[config.mk]
export PLATFORM = sky130hd
export DESIGN_NAME = stream_demux_1x4_nbit
export DESIGN_NICKNAME = d
export VERILOG_FILES = /design/src/rtl/stream_demux_1x4_nbit.sv
export SDC_FILE = /design/constraint.sdc
export NUM_CORES = 1
export LEC_CHECK = 0
export ABC_AREA = 1
export BUFFER_PORTS_ARGS = -buffer_cell sky130_fd_sc_hd__buf_2
export CAP_MARGIN = 20
export CORE_UTILIZATION = 44
export CTS_CLUSTER_DIAMETER = 30
export DETAILED_ROUTE_END_ITERATION = 10
export PLACE_DENSITY = 0.68
export SETUP_SLACK_MARGIN = 0.02
export SYNTH_ARGS = -nofsm -noshare
export SYNTH_HDL_FRONTEND = slang
export SYNTH_SLANG_ARGS = --single-unit
[constraint.sdc]
create_clock -name clk -period 5.4 [get_ports clk]
set_clock_uncertainty 0.15 [all_clocks]
set_input_delay 1.08 -clock clk [delete_from_list [all_inputs] [get_ports clk]]
set_output_delay 1.08 -clock clk [all_outputs]
set_load 0.02 [all_outputs]
[src/rtl/stream_demux_1x4_nbit.sv]
// Registered 1-to-4 valid/ready stream demultiplexer.
// Each output channel owns a one-word slot; pending counts the full slots.
module stream_demux_1x4_nbit #(
  parameter int n = 4
) (
  input  logic         clk,
  input  logic         rst,
  input  logic [n-1:0] in_data,
  input  logic [1:0]   in_sel,
  input  logic         in_valid,
  output logic         in_ready,
  output logic [n-1:0] out_a,
  output logic [n-1:0] out_b,
  output logic [n-1:0] out_c,
  output logic [n-1:0] out_d,
  output logic [3:0]   out_valid,
  input  logic [3:0]   out_ready,
  output logic [2:0]   pending
);

  function automatic logic [2:0] popcount4(input logic [3:0] v);
    popcount4 = {2'b00, v[0]} + {2'b00, v[1]} + {2'b00, v[2]} + {2'b00, v[3]};
  endfunction

  logic [3:0]   full_r;
  logic [n-1:0] slot_r [4];
  logic [2:0]   pending_r;
  logic [3:0]   sel_hot_s;
  logic [3:0]   accept_s;
  logic [3:0]   drain_s;
  logic [3:0]   full_next_s;

  // Decode accept and drains; a drained slot may refill on the same edge.
  always_comb begin
    sel_hot_s = 4'b0000;
    case (in_sel)
      2'd0:    sel_hot_s = 4'b0001;
      2'd1:    sel_hot_s = 4'b0010;
      2'd2:    sel_hot_s = 4'b0100;
      2'd3:    sel_hot_s = 4'b1000;
      default: sel_hot_s = 4'b0000;
    endcase
    in_ready = ~full_r[in_sel] | out_ready[in_sel];
    if (in_valid && in_ready) begin
      accept_s = sel_hot_s;
    end else begin
      accept_s = 4'b0000;
    end
    drain_s     = full_r & out_ready;
    full_next_s = (full_r & ~drain_s) | accept_s;
  end

  // Slot full flags and registered occupancy count.
  always_ff @(posedge clk or posedge rst) begin
    if (rst) begin
      full_r    <= 4'b0000;
      pending_r <= 3'd0;
    end else begin
      full_r    <= full_next_s;
      pending_r <= popcount4(full_next_s);
    end
  end

  // Slot data registers load only on accept, so empty slots keep their value.
  always_ff @(posedge clk or posedge rst) begin
    if (rst) begin
      for (int i = 0; i < 4; i++) begin
        slot_r[i] <= {n{1'b0}};
      end
    end else begin
      for (int i = 0; i < 4; i++) begin
        if (accept_s[i]) begin
          slot_r[i] <= in_data;
        end
      end
    end
  end

  assign out_a     = slot_r[0];
  assign out_b     = slot_r[1];
  assign out_c     = slot_r[2];
  assign out_d     = slot_r[3];
  assign out_valid = full_r;
  assign pending   = pending_r;

endmodule

# [Word level (Yosys, flattened, before mapping)]
# Index checks and enable logic that the tools add are counted.
[word_totals] regBits=23 in_bits=13 out_inout_bits=24 elab_cells=27
[classes] n_addsub=3 order_cmp=1 n_eq_ne=3 muxes=6 n_bitwise=6 reduce_logical=2
[op_table] op="one-hot mux 4 bit (4 select lines)" count=1
[op_table] op="AND 4 bit" count=2
[op_table] op="binary-select mux 1 bit (select 2 bit)" count=2
[op_table] op="equality test 2 bit (second input constant)" count=2
[op_table] op="two-way mux 4 bit" count=1
[op_table] op="inverter 4 bit" count=1
[op_table] op="OR 4 bit" count=1
[op_table] op="adder 2 x 1 -> 3 bit" count=1
[op_table] op="adder 3 x 1 -> 3 bit" count=1
[op_table] op="less-than comparator 2 x 3 -> 1 bit (second input constant)" count=1
[op_table] op="adder 1 x 1 -> 2 bit" count=1
[op_table] op="equality test 2 x 1 -> 1 bit (second input constant)" count=1
[op_table] op="zero test 2 bit" count=1
[op_table] op="two-way mux 1 bit" count=2
[op_table] op="logical AND 1 bit" count=1
[op_table] op="inverter 1 bit" count=1
[op_table] op="OR 1 bit" count=1

# [Depth between registers and ports, before layout]
# Gate-level depths: netlist (run 1).
[logic_depth] ltp_word=10 depth_mapped=13 mapped_depth_nobuf=11

# [Worst setup path before layout (run 1)]
# Ideal clock, no wire load.
[synth_timing] kind="input port to flip-flop" from="input in_sel[0]" to="register pending_r[1] (netlist: pending[1])" setup_time_ns=0.126 t_arrival_ns=2.880 t_required_ns=5.124 path_slack_ns=2.245 stages=13 path_buffers=2 path_cell_list="buf_4 -> inv_1 -> nand2_1 -> nand2_1 -> nand2_1 -> nand2_1 -> nand2_2 -> buf_6 -> nand3_4 -> o21ai_0 -> fa_1 -> ha_1 -> ha_1"
[synth_between] elab_chain_len=10 elab_cells_between_ends=17 cone_classes="add/sub: 3; eq/ne: 3; mux: 6; bitwise: 3; reduce/logical: 2"
[synth_lines] element="from (decl)" line="9" text="input logic [1:0] in_sel,"
[synth_lines] element="binary-select mux 1 bit (select 2 bit)" line="43" text="in_ready = ~full_r[in_sel] | out_ready[in_sel];"
[synth_lines] element="two-way mux 1 bit (not written as such)" line="43"
[synth_lines] element="inverter 1 bit" line="43"
[synth_lines] element="OR 1 bit" line="43"
[synth_lines] element="logical AND 1 bit" line="44" text="if (in_valid && in_ready) begin"
[synth_lines] element="two-way mux 4 bit *" line="44"
[synth_lines] element="OR 4 bit *" line="50" text="full_next_s = (full_r & ~drain_s) | accept_s;"
[synth_lines] element="via full_next_s[0]" line="31" text="logic [3:0] full_next_s;"
[synth_lines] element="adder 1 x 1 -> 2 bit *" line="22" text="popcount4 = {2'b00, v[0]} + {2'b00, v[1]} + {2'b00, v[2]} + {2'b00, v[3]};"
[synth_lines] element="adder 2 x 1 -> 3 bit *" line="22"
[synth_lines] element="adder 3 x 1 -> 3 bit *" line="22"
[synth_lines] element="to (signal assigned)" line="60" text="pending_r <= popcount4(full_next_s);"
[synth_lines] element="to (decl)" line="27" text="logic [2:0] pending_r;"
# Mark *: on every way through the listed nets, which the timed path passes. The rest lies on a longest branch. The select of a mux whose other input is x is not followed.
# A chain may end at the register's enable or synchronous reset.

# [Worst setup path after layout (run 1)]
[layout_timing] from="input in_sel[1]" to="output in_ready"
[layout_between] elab_chain_len=4 elab_cells_between_ends=6 cone_classes="mux: 4; bitwise: 2"
[layout_lines] element="binary-select mux 1 bit (select 2 bit)" line="43"
[layout_lines] element="two-way mux 1 bit (not written as such)" line="43"
[layout_lines] element="inverter 1 bit" line="43"
[layout_lines] element="OR 1 bit *" line="43"
[layout_lines] element="to (decl)" line="11" text="output logic in_ready,"
# Every way passes the cells marked *; elsewhere a longest branch is shown, timed or not. The select of a mux whose other input is x is not followed.

==> flow_metrics.py, run 1 <==
metrics = {
    "yosys": {
        "synth.distinct_cells": 18,
        "synthCells": 116,
        "synthTopCellsByArea": "dfrtp_1 53%, nand2_1 16%, nand4_1 9.3%",
        "yosys.area.top_type_share_pct": 53.4,
        "yosysMostFrequentCell": "nand2_1",
        "synthFlopType": "dfrtp_1",
        "async_flop_share_pct": 100,
        "syn_area_um2": 1080,
        "avgSynthCellArea_um2": 9.30,
        "yosys_warnings": 0,
        "syn_nets": 132,
        "synth_edf_count": 0,
        "ys_seq_elements": 23,
        "synth_common_cells": "45 x nand2_1, 23 x dfrtp_1, 16 x nand4_1",
        "synth_top_area_cell": "dfrtp_1",
        "seq_area_frac_synth_pct": 53.4,
    },
    "layout": {
        "diodes": 0,
        "drive_gt1_share_pct": 30.5,
        "area_growth_pct": 19.1,
        "instances_no_fill": 179,
        "finalCoreUtilization_pct": 57.0,
        "nets": 168,
        "fin_area_um2": 1280,
    },
    "cts": {
        "cts_max_path_buffers": 2,
        "postCtsSetupRepairBufs": 0,
        "clkTransAtPathRegs_ps": 120,
        "htreeDepth": 1,
        "cts_resized": 0,
        "numCtsBuffers": 3,
        "clock-sinks": 23,
        "clk_latency_ps": 300,
        "cts_tree": "done",
        "cts_hold_buf": 0,
        "clockRootBuffer": "clkbuf_4",
    },
    "worst_setup_path": {
        "r2r-start": "out_valid[3]$_DFF_PP0_",
        "startpoint": "in_sel[1]",
        "crit_path_start_kind": "input pin",
        "worstSetupEndpointType": "output port",
        "r2r_setup_slack_ps": 2850,
        "cp_slowest_stage_delay_ps": 320,
        "reg2regPathDepth": 10,
        "rr_endpoint": "pending[1]$_DFF_PP0_",
        "crit_fanout": 21,
        "arrival_ps": 2180,
        "crit_required_ps": 4170,
        "slowest_stage": "nand2_2",
        "cp_cell_sequence": "buf_2, nor2_4, nand2_1, nand2_1, nor2_2, nand2_2, buf_2",
        "critical_path_class": "input pin to output port",
        "cp-endpoint": "in_ready",
    },
    "floorplan": {
        "start_util_pct": 47.8,
        "core_area_um2": 2250,
        "rows": 17,
        "die-area_um2": 2650,
        "die_w_um": 51.5,
        "die_h_um": 51.5,
        "pin_count": 37,
    },
    "route": {
        "postRouteAntennaNets": 0,
        "wl_met1_um": 971,
        "vias_per_cell": 5.14,
        "drt-total-wl_mm": 2.24,
        "route.detailed.drc": 0,
        "vias": 920,
        "wl_met3_um": 98,
        "wire_per_inst_um": 12.5,
        "route.met2.wl_mm": 1.15,
        "first_iter_violations": 32,
        "topRoutingLayerUsed": "met4",
        "first_pass_iters": 4,
    },
    "timing": {
        "hold_violations": 0,
        "fin_setup_tns_ps": 0,
        "rsz0062_at_grt": "no",
        "timing_worst_slew_pin_value_ps": 835,
        "clock.fmax_ghz": 0.293,
        "setup_viol": 0,
        "finalMaxSlewViolations": 0,
        "period_share_pct": 63.2,
        "fin_ws_ps": 1990,
        "slew_headroom_pct": 44.3,
        "hold_ws_ps": 330,
        "fin_crit_ps": 3410,
    },
    "power_and_ir_drop": {
        "sequentialPowerShare_pct": 50.9,
        "ir_drop_v": 0.000186,
        "p_sw_uw": 153,
        "clkPwrFrac_pct": 18.0,
        "power_frac_comb_pct": 31.1,
        "leakagePower_nw": 0.727,
        "p_sw_share_pct": 35.8,
        "p_total_uw": 426,
        "p_per_area_nw_per_um2": 331,
        "p_int_uw": 273,
    },
    "global_route": {
        "grt_pass1_vias": 882,
        "grt_overflow_total": 0,
        "gr-usage-all-layers_pct": 20.2,
        "grt_antenna_before_repair": 0,
        "grt_pass1_wl_mm": 3.93,
        "grt_max_degree": 24,
    },
    "placed_design": {
        "pre_cts_ws_ps": 1880,
        "place_congestion": 0.807,
        "dp_hpwl_mm": 1.75,
        "dpl.cell_count": 175,
        "post_dp_cell_area_um2": 1260,
        "numPortBuffers": 36,
    },
    "job": {
        "maxCapViolations": 0,
    },
    "min_path": {
        "hold_class": "flip-flop to flip-flop",
    },
    "outcome": {
        "outcome": "completed",
    },
}
-- power by group through the flow --
stage | Clock, mW | Combinational [mW] | Sequential [mW]
after global placement | 0 | 0.131 | 0.220
after global routing | 0.0857 | 0.148 | 0.221
after floorplan | 0 | 0.0475 | 0.260
after detailed placement | 0 | 0.135 | 0.221
final | 0.0766 | 0.132 | 0.217
after CTS | 0.0801 | 0.134 | 0.217
-- final cells by class --
type / count / area, µm²
tap: 28 / 35.0
timing repair buffer: 36 / 180
multi-input combinational: 80 / 438
inverter: 8 / 30.0
fill: 226 / 970
sequential: 23 / 576
clock buffer: 4 / 26.3
-- worst min path at each step --
stage | slack (ps) | cells past startpoint | to | start
finish | 330 | 2 | out_a[3]$_DFFE_PP0P_ | out_a[3]$_DFFE_PP0P_
floorplan | 430 | 2 | out_a[0]$_DFFE_PP0P_ | out_a[0]$_DFFE_PP0P_
global placement | 300 | 2 | out_a[3]$_DFFE_PP0P_ | out_a[3]$_DFFE_PP0P_
CTS | 340 | 2 | out_a[3]$_DFFE_PP0P_ | out_a[3]$_DFFE_PP0P_
detailed placement | 310 | 2 | out_a[3]$_DFFE_PP0P_ | out_a[3]$_DFFE_PP0P_
global route | 360 | 2 | out_d[2]$_DFFE_PP0P_ | out_d[2]$_DFFE_PP0P_
-- placed cells by master, fill, tap and decap left out --
cell	synthesis	final
nor2_2	1	1
ha_1	2	2
fa_1	1	1
nand3_4	3	3
inv_1	7	7
nor2_4	1	1
clkbuf_1	1	1
nor2_1	2	2
o21ai_0	4	4
dfrtp_1	23	23
clkbuf_4	0	3
nand2_2	1	1
nand3_1	4	4
nand2_1	45	45
buf_2	1	36
inv_2	1	1
nand4_1	16	16
-- worst max-delay path: cells and delay by family --
kind                   cells  cell delay (ps)
AND/OR/NAND/NOR            5              690
buffers and inverters      2              400
-- state kept, by name, indices dropped and copies added (netlist names) --
signal,cells
out_c,4
out_b,4
out_valid,4
out_a,4
pending,3
out_d,4
-- cell families (layout without fill, tap and decap cells) --
| group | count (synthesis) | after routing | share of synthesized area (%) |
|---|---|---|---|
| buffers and inverters | 13 | 48 | 6.03 |
| AO/OA/AOI/OAI | 4 | 4 | 1.86 |
| adder cells (fa/ha/maj) | 3 | 3 | 4.18 |
| AND/OR/NAND/NOR | 73 | 73 | 34.6 |
| flip-flops | 23 | 23 | 53.4 |
-- per-layer routing --
metal  vias up  global-route usage, %
met3         2                   2.63
li1        460                      -
met4         0                   6.76
met5         -                      0
met1       433                   26.7
met2        25                   34.2
Note: power is estimated with default switching activity, not from simulation.
==> inputs of run 2 (changes only) <==
clock period = 3.4 ns   (was 5.4 ns; I/O delays follow)
==> run 2 against run 1 <==
Compared with the run above:
- clock power rose by 63%
- global-route usage barely moved
- non-clock buffer count did not move
- register-to-register slack got worse by 2000 ps
- first-iteration DRC count fell by 44%
- largest power group unchanged
- utilization did not move
- final area did not move
- worst setup slack got worse by 1300 ps
- cell count did not move
- sequential share of layout area did not move
==> flow_metrics.py, run 2 (synthesis results as in run 1) <==
metrics = {
    "placed_design": {
        "place_congestion": 0.810,
        "dpl.cell_count": 175,
        "numPortBuffers": 36,
        "post_dp_cell_area_um2": 1260,
        "dp_hpwl_mm": 1.77,
    },
    "worst_setup_path": {
        "crit_fanout": 21,
        "cp_common_cell": "ha_1",
        "cp_cell_sequence": "buf_2, inv_1, nand3_1, nand2_1, nor2_2, nand2_2, nand3_4, o21ai_0, fa_1, ha_1, ha_1",
        "worstSetupEndpointType": "flip-flop",
        "crit_path_start_kind": "input pin",
        "slowest_stage": "fa_1",
        "crit_buf_inv": 2,
        "critical_path_class": "input pin to flip-flop",
        "cp_slowest_stage_delay_ps": 520,
        "arrival_ps": 2820,
        "path_delay_family": "adder cells",
        "crit_required_ps": 3460,
    },
    "global_route": {
        "grt_max_degree": 24,
        "gr-usage-all-layers_pct": 20.2,
        "grt_pass1_wl_mm": 3.90,
        "grt_antenna_before_repair": 0,
        "grt_pass1_vias": 882,
        "grt_overflow_total": 0,
    },
    "job": {
        "maxCapViolations": 0,
    },
    "cts": {
        "cts_max_path_buffers": 2,
        "htreeDepth": 1,
        "clkTransAtPathRegs_ps": 120,
        "postCtsSetupRepairBufs": 0,
        "cts_tree": "done",
        "clockRootBuffer": "clkbuf_4",
        "cts_hold_buf": 0,
        "numCtsBuffers": 3,
        "cts_resized": 0,
        "clock-sinks": 23,
        "clk_latency_ps": 310,
    },
    "timing": {
        "period_share_pct": 81.2,
        "clock.fmax_ghz": 0.362,
        "timing_worst_slew_pin_value_ps": 855,
        "slew_headroom_pct": 42.9,
        "hold_ws_ps": 334,
        "hold_violations": 0,
        "setup_viol": 0,
        "finalMaxSlewViolations": 0,
        "fin_crit_ps": 2760,
        "rsz0062_at_grt": "no",
        "fin_setup_tns_ps": 0,
    },
    "floorplan": {
        "core_area_um2": 2250,
        "pin_count": 37,
        "start_util_pct": 47.8,
        "die-area_um2": 2650,
        "rows": 17,
        "die_h_um": 51.5,
        "die_w_um": 51.5,
    },
    "power_and_ir_drop": {
        "ir_drop_v": 0.000365,
        "p_int_uw": 434,
        "p_sw_uw": 247,
        "power_frac_comb_pct": 31.0,
        "p_per_area_nw_per_um2": 530,
        "leakagePower_nw": 0.727,
        "clkPwrFrac_pct": 18.3,
        "p_sw_share_pct": 36.3,
        "sequentialPowerShare_pct": 50.6,
    },
    "route": {
        "vias_per_cell": 5.16,
        "postRouteAntennaNets": 0,
        "drt-total-wl_mm": 2.32,
        "first_iter_violations": 18,
        "wire_per_inst_um": 13.0,
        "vias": 924,
        "route.detailed.drc": 0,
        "first_pass_iters": 4,
    },
    "layout": {
        "finalCoreUtilization_pct": 57.0,
        "mostFrequentLayoutCells": "45 x nand2_1, 36 x buf_2, 23 x dfrtp_1",
        "area_growth_pct": 19.1,
        "final_common_cell": "nand2_1",
        "drive_gt1_share_pct": 30.5,
        "nets": 168,
        "fin_area_um2": 1280,
        "diodes": 0,
        "instances_no_fill": 179,
    },
    "outcome": {
        "outcome": "completed",
    },
    "min_path": {
        "hold_class": "flip-flop to flip-flop",
    },
}
run 2: metal layers:
metal  up-vias  wire (µm)  GRT usage [%]
met4         0         31           10.4
met3         4        104           3.80
li1        455          -              -
met2        23       1150           31.4
met5         -          0              0
met1       442       1030           26.9
run 2: tightest hold or removal path: cells and delay by family (launching register included):
family,cells,cell delay [ps]
flops,1,360
simple gates,2,90
run 2: final timing paths:
path	cells after the start	slack, ps	startpoint	to
setup / recovery	11	640	in_sel[0]	pending[1]$_DFF_PP0_
setup reg to reg	10	860	out_valid[3]$_DFF_PP0_	pending[1]$_DFF_PP0_
min in group asynchronous	2	370	rst	out_c[2]$_DFFE_PP0P_
max in group asynchronous	2	2200	rst	out_c[0]$_DFFE_PP0P_
hold / removal	2	330	out_a[2]$_DFFE_PP0P_	out_a[2]$_DFFE_PP0P_
hold reg to reg	2	330	out_a[2]$_DFFE_PP0P_	out_a[2]$_DFFE_PP0P_
run 2: power by group through the flow:
stage | sequential, mW | clock [mW] | combinational [mW]
6_report | 0.345 | 0.125 | 0.211
5_1_grt | 0.351 | 0.141 | 0.233
4_1_cts | 0.346 | 0.133 | 0.215
3_5_place_dp | 0.351 | 0 | 0.214
3_3_place_gp | 0.349 | 0 | 0.209
2_1_floorplan | 0.413 | 0 | 0.0755
run 2: area by class of cell:
type | instances | area [µm²]
repair buffers | 36 | 180
fillers | 218 | 970
well taps | 28 | 35.0
inverters | 8 | 30.0
flip-flops and latches | 23 | 576
clock buffers | 4 | 26.3
multi-input cells | 80 | 438
run 2: through the flow:
| step | total power, mW | setup slack, ps |
|---|---|---|
| CTS | 0.693 | 638 |
| floorplan | 0.489 | 645 |
| global route | 0.725 | 476 |
| global placement | 0.558 | 375 |
| finish | 0.681 | 641 |
| detailed placement | 0.565 | 292 |
